$ cat config.mk
export PLATFORM = sky130hd
export DESIGN_NAME = filter_ram_reader
export DESIGN_NICKNAME = d
export VERILOG_FILES = /design/src/rtl/filter_ram_reader.sv
export SDC_FILE = /design/constraint.sdc
export NUM_CORES = 1
export LEC_CHECK = 0
export ABC_AREA = 1
export CORE_MARGIN = 1
export CORE_UTILIZATION = 45
export DETAILED_ROUTE_END_ITERATION = 6
export HOLD_SLACK_MARGIN = 0.12
export PLACE_DENSITY = 0.73
export SLEW_MARGIN = 40
export SYNTH_ARGS = -nofsm -noshare
export SYNTH_HDL_FRONTEND = slang
export SYNTH_SLANG_ARGS = --single-unit
$ cat constraint.sdc
create_clock -name clk -period 4.73 [get_ports clk]
set_clock_uncertainty 0.2 [all_clocks]
set_input_delay 0.946 -clock clk [delete_from_list [all_inputs] [get_ports clk]]
set_output_delay 0.946 -clock clk [all_outputs]
set_load 0.1 [all_outputs]
$ cat src/rtl/filter_ram_reader.sv
// filter_ram_reader
// Reads a burst of words from a synchronous RAM (one-cycle read latency)
// and streams the low PIX_W bits of each word out over a valid/ready
// interface. A two-entry output FIFO absorbs downstream back-pressure.
//
// Ports
//   clk, rst_n     : clock, asynchronous active-low reset
//   start          : begin a burst (sampled only while idle)
//   base_addr      : first RAM address of the burst
//   count          : number of words to read, 0..2^ADDR_W
//   rd, addr       : RAM read strobe and address
//   ram_data       : RAM read data, valid the cycle after rd
//   out_data       : streamed pixel (FIFO head)
//   out_valid      : out_data valid
//   out_ready      : downstream accept
//   out_last       : final pixel of the burst
//   busy           : burst in progress
//   done           : one-cycle pulse after the last pixel handshake
//   trunc_err      : sticky, a read word had bits set above PIX_W
module filter_ram_reader #(
    parameter int ADDR_W = 8,
    parameter int WORD_W = 32,
    parameter int PIX_W  = 8
) (
    input  logic              clk,
    input  logic              rst_n,
    input  logic              start,
    input  logic [ADDR_W-1:0] base_addr,
    input  logic [ADDR_W:0]   count,
    output logic              rd,
    output logic [ADDR_W-1:0] addr,
    input  logic [WORD_W-1:0] ram_data,
    output logic [PIX_W-1:0]  out_data,
    output logic              out_valid,
    input  logic              out_ready,
    output logic              out_last,
    output logic              busy,
    output logic              done,
    output logic              trunc_err
);

    typedef enum logic [1:0] {
        IDLE  = 2'd0,
        READ  = 2'd1,
        DRAIN = 2'd2,
        DONE  = 2'd3
    } state_t;

    localparam logic [ADDR_W:0] REM_ONE = (ADDR_W+1)'(1);

    state_t          state;
    logic [ADDR_W:0] rem;          // reads still to issue
    logic            rd_q;         // a read issued last cycle; its data is on ram_data now
    logic            rd_q_last;    // that read was the final one of the burst

    // FIFO entry: {last flag, pixel}
    logic [PIX_W:0]  fifo_mem [0:1];
    logic            wr_ptr;
    logic            rd_ptr;
    logic [1:0]      fifo_cnt;

    logic            push;
    logic            pop;
    logic [2:0]      occ;

    assign push      = rd_q;
    assign out_valid = (fifo_cnt != 2'd0);
    assign pop       = out_valid & out_ready;
    assign out_data  = fifo_mem[rd_ptr][PIX_W-1:0];
    assign out_last  = out_valid & fifo_mem[rd_ptr][PIX_W];

    // Buffered words plus the read in flight, less the word leaving this
    // cycle. Crediting the same-cycle pop is what lets a 2-entry FIFO keep
    // up with one pixel per cycle, so rd is decoded from current state
    // rather than registered.
    assign occ = {1'b0, fifo_cnt} + {2'b00, rd_q} - {2'b00, pop};
    assign rd  = (state == READ) && (occ < 3'd2);

    // Control FSM, address/remaining counters and registered status outputs.
    always_ff @(posedge clk or negedge rst_n) begin
        if (!rst_n) begin
            state     <= IDLE;
            rem       <= '0;
            addr      <= '0;
            busy      <= 1'b0;
            done      <= 1'b0;
            rd_q      <= 1'b0;
            rd_q_last <= 1'b0;
        end else begin
            rd_q      <= rd;
            rd_q_last <= rd && (rem == REM_ONE);
            case (state)
                IDLE: begin
                    if (start) begin
                        rem  <= count;
                        addr <= base_addr;
                        busy <= 1'b1;
                        if (count == '0) begin
                            state <= DONE;
                            done  <= 1'b1;
                        end else begin
                            state <= READ;
                        end
                    end
                end
                READ: begin
                    if (rd) begin
                        addr <= addr + ADDR_W'(1);
                        rem  <= rem - REM_ONE;
                        if (rem == REM_ONE) begin
                            state <= DRAIN;
                        end
                    end
                end
                DRAIN: begin
                    if (pop && out_last) begin
                        state <= DONE;
                        done  <= 1'b1;
                    end
                end
                DONE: begin
                    state <= IDLE;
                    busy  <= 1'b0;
                    done  <= 1'b0;
                end
                default: begin
                    state <= IDLE;
                    busy  <= 1'b0;
                    done  <= 1'b0;
                end
            endcase
        end
    end

    // Output FIFO: each word lands the cycle after its read. The truncation
    // flag clears on an accepted start and sets on any pushed word that has
    // bits above the pixel field; pushes never coincide with a start.
    always_ff @(posedge clk or negedge rst_n) begin
        if (!rst_n) begin
            fifo_mem[0] <= '0;
            fifo_mem[1] <= '0;
            wr_ptr      <= 1'b0;
            rd_ptr      <= 1'b0;
            fifo_cnt    <= 2'd0;
            trunc_err   <= 1'b0;
        end else begin
            if (state == IDLE && start) begin
                trunc_err <= 1'b0;
            end
            if (push) begin
                fifo_mem[wr_ptr] <= {rd_q_last, ram_data[PIX_W-1:0]};
                wr_ptr           <= ~wr_ptr;
                if (|ram_data[WORD_W-1:PIX_W]) begin
                    trunc_err <= 1'b1;
                end
            end
            if (pop) begin
                rd_ptr <= ~rd_ptr;
            end
            fifo_cnt <= fifo_cnt + {1'b0, push} - {1'b0, pop};
        end
    end

endmodule
==> flow_metrics.tcl <==
set metrics [dict create \
    synth_top_family_by_area "simple AND/OR/NAND/NOR gates" \
    fillers 560 \
    synthTopCellsByArea "dfrtp_1, nand2_1, inv_1" \
    min_period_ns 4.188 \
    grt_pass1_wl_um 10530 \
    drv_slew 0 \
    tightestPinTransition_ns 0.8369 \
    yosysTopAreaCell "dfrtp_1" \
    cts.sinks 46 \
    dieArea_um2 6533 \
    ys_warn_count 0 \
    syn-num-nets 448 \
    vias 2577 \
    post-cts-setup-buffer-count 0 \
    grtUsageMet2 0.3731 \
    synthSimpleGateAreaFrac 0.3535 \
    drc_errors 0 \
    layout.nets 519 \
    wl_per_cell_um 11.55 \
    synth-main-ff-cell "dfrtp_1" \
    hp-class "register to register" \
    stdcell_area_um2 3572 \
    r2r-start "fifo_cnt[1]" \
    arrival_ns 3.04 \
    cp.required_ns 3.58 \
    post-route-period-util 0.8854 \
    rsz0062_at_grt "false" \
    start_util 0.4695 \
    synth_xor_area_frac 0.003132 \
    netlist-cell-type-count 32 \
    avgSynthCellArea_um2 7.263 \
    globalRoute.totalOverflow 0 \
    firstDrtPassIters 4 \
    h-tree-depth 2 \
    core_um2 5956 \
    hold_buffers 0 \
    grt_max_degree 47 \
    die_x_um 80.83 \
    synth_fa_ha_area_frac 0.04743 \
    cts_buffers 5 \
    critical_path_class "input pin to primary output" \
    cts_tree "built" \
    detailed_place_hpwl_um 4524 \
    setup_viol 0 \
    rows 28 \
    ys_ff_latch 46 \
    gr-usage-met3 0.03371 \
    end_kind "primary output" \
    fp.dieH_um 80.83 \
    cts_buffer_depth 2 \
    portBuffers 74 \
    ctsResizeCount 0 \
    yosysSeqAreaShare 0.4116 \
    synth-async-reset-ratio 1.000 \
    first_global_vias 2445 \
    maxCapViolCount 0 \
    min_from "done" \
    synth_compound_area_frac 0.08993 \
    crit_start "out_ready" \
    viasPerCell 4.844 \
    area_delta_synth_final_pct 27.74 \
    clk_latency_ns 0.30 \
    drive_gt1_frac 0.1400 \
    synth_top_area_share 0.4116 \
    fmax_mhz 238.8 \
    antenna_found_initial 0 \
    startpoint_type "input pin" \
    grt.busiest_layer "met2" \
    status "finished, final reports clean" \
    first_iter_violations 152 \
    syn_inst 385 \
    synth.area.mux_share 0 \
    clockRootBuffer "clkbuf_8" \
    cts.reportedPaths.clkPinSlew_ns 0.09 \
    placed_area_um2 3458 \
    synth_edf_count 0 \
    met1_usage 0.2472 \
    num_antenna_cells 0 \
    antenna_left 0 \
    grt.total_usage 0.2041 \
    tns_ns 0 \
    path_max_fanout 3 \
    io_pins 75 \
    hold_violations 0 \
    synth_area_um2 2796 \
    max-slew-margin-rel 0.4420 \
    routed_wl_um 6146 \
    gp_congestion 0.8565 \
]
[flip-flops by register name (all words and copies together), names as in the netlist]
| name | flops |
|---|---|
| busy | 1 |
| trunc_err | 1 |
| fifo_cnt | 2 |
| wr_ptr | 1 |
| state | 2 |
| rem | 9 |
| rd_q_last | 1 |
| done | 1 |
| addr | 8 |
| push | 1 |
| rd_ptr | 1 |
| fifo_mem | 18 |
[cell usage after synthesis (2+ instances only)]
library cell and instances:
o21ai_1 11, nand2_4 3, o21ai_0 21, or2_2 4, ha_1 9, nand2_2 4, nand3_1 21, buf_2 5
nand3_2 2, nand4_1 5, o21ai_2 9, inv_2 5, inv_1 43, buf_8 2, nor2_1 35, dfrtp_1 46
nand2_1 145
[worst paths after layout]
kind	to	slack, ns	cells after the start
min in group asynchronous	rd_ptr	0.44	1
max in group asynchronous	fifo_mem[6]	3.49	1
worst max register to register	rem[6]	1.74	16
worst max-delay path	rd	0.54	11
worst min register to register	done	0.27	2
worst min-delay path	done	0.27	2
[through the flow]
| stage | util | hold WS (ns) | setup WS (ns) | std cells |
|---|---|---|---|---|
| 2_1_floorplan | - | 0.2422 | 0.2878 | 385 |
| 3_3_place_gp | 0.5979 | 0.2552 | 0.5744 | 524 |
| 3_5_place_dp | 0.5807 | 0.2611 | 0.5277 | 524 |
| 4_1_cts | 0.5998 | 0.2839 | 0.5278 | 532 |
| 5_1_grt | 0.5998 | 0.3164 | 0.3555 | 532 |
| 6_report | 0.5998 | 0.2743 | 0.5421 | 532 |
[cell families after synthesis]
logic type,after synthesis
AO/OA/AOI/OAI,43
adder cells (fa/ha/maj),10
buffers and inverters,59
XOR/XNOR,1
flip-flops,46
AND/OR/NAND/NOR,226
[layout by cell type, fill, tap and decap left out, types with 9 or more instances in the layout]
| cell | instances |
|---|---|
| buf_2 | 21 |
| inv_1 | 43 |
| ha_1 | 9 |
| nand3_1 | 21 |
| o21ai_0 | 21 |
| o21ai_1 | 11 |
| o21ai_2 | 9 |
| clkdlybuf4s50_1 | 51 |
| dfrtp_1 | 46 |
| nor2_1 | 34 |
| nand2_1 | 145 |
[worst max-delay path, stage by stage]
cell and delay (ns):
clkdlybuf4s50_1 0.43, nand2_1 0.11, inv_1 0.05, ha_1 0.27, inv_1 0.04, ha_1 0.18
fa_1 0.46, inv_1 0.11, nand3_4 0.10, nor2_2 0.15, buf_12 0.20
[routing by layer]
metal | vias to the layer above | share of wire
met4 | 0 | 0.014
met5 | - | 0
met2 | 60 | 0.48
li1 | 1335 | -
met3 | 11 | 0.047
met1 | 1171 | 0.46
[area by class of cell]
| cell class | instances | area (um^2) | share of cell area |
|---|---|---|---|
| clock buffer | 5 | 68.82 | 0.01926 |
| clock inverter | 3 | 45.04 | 0.01261 |
| inverter | 49 | 186.4 | 0.05219 |
| multi-input combinational | 280 | 1384 | 0.3874 |
| sequential | 46 | 1151 | 0.3222 |
| tap | 75 | 93.84 | 0.02627 |
| timing repair buffer | 74 | 643.1 | 0.1800 |
Power is not shown: default switching activity piles up to over one toggle a cycle in this logic, so the estimate is an artifact.
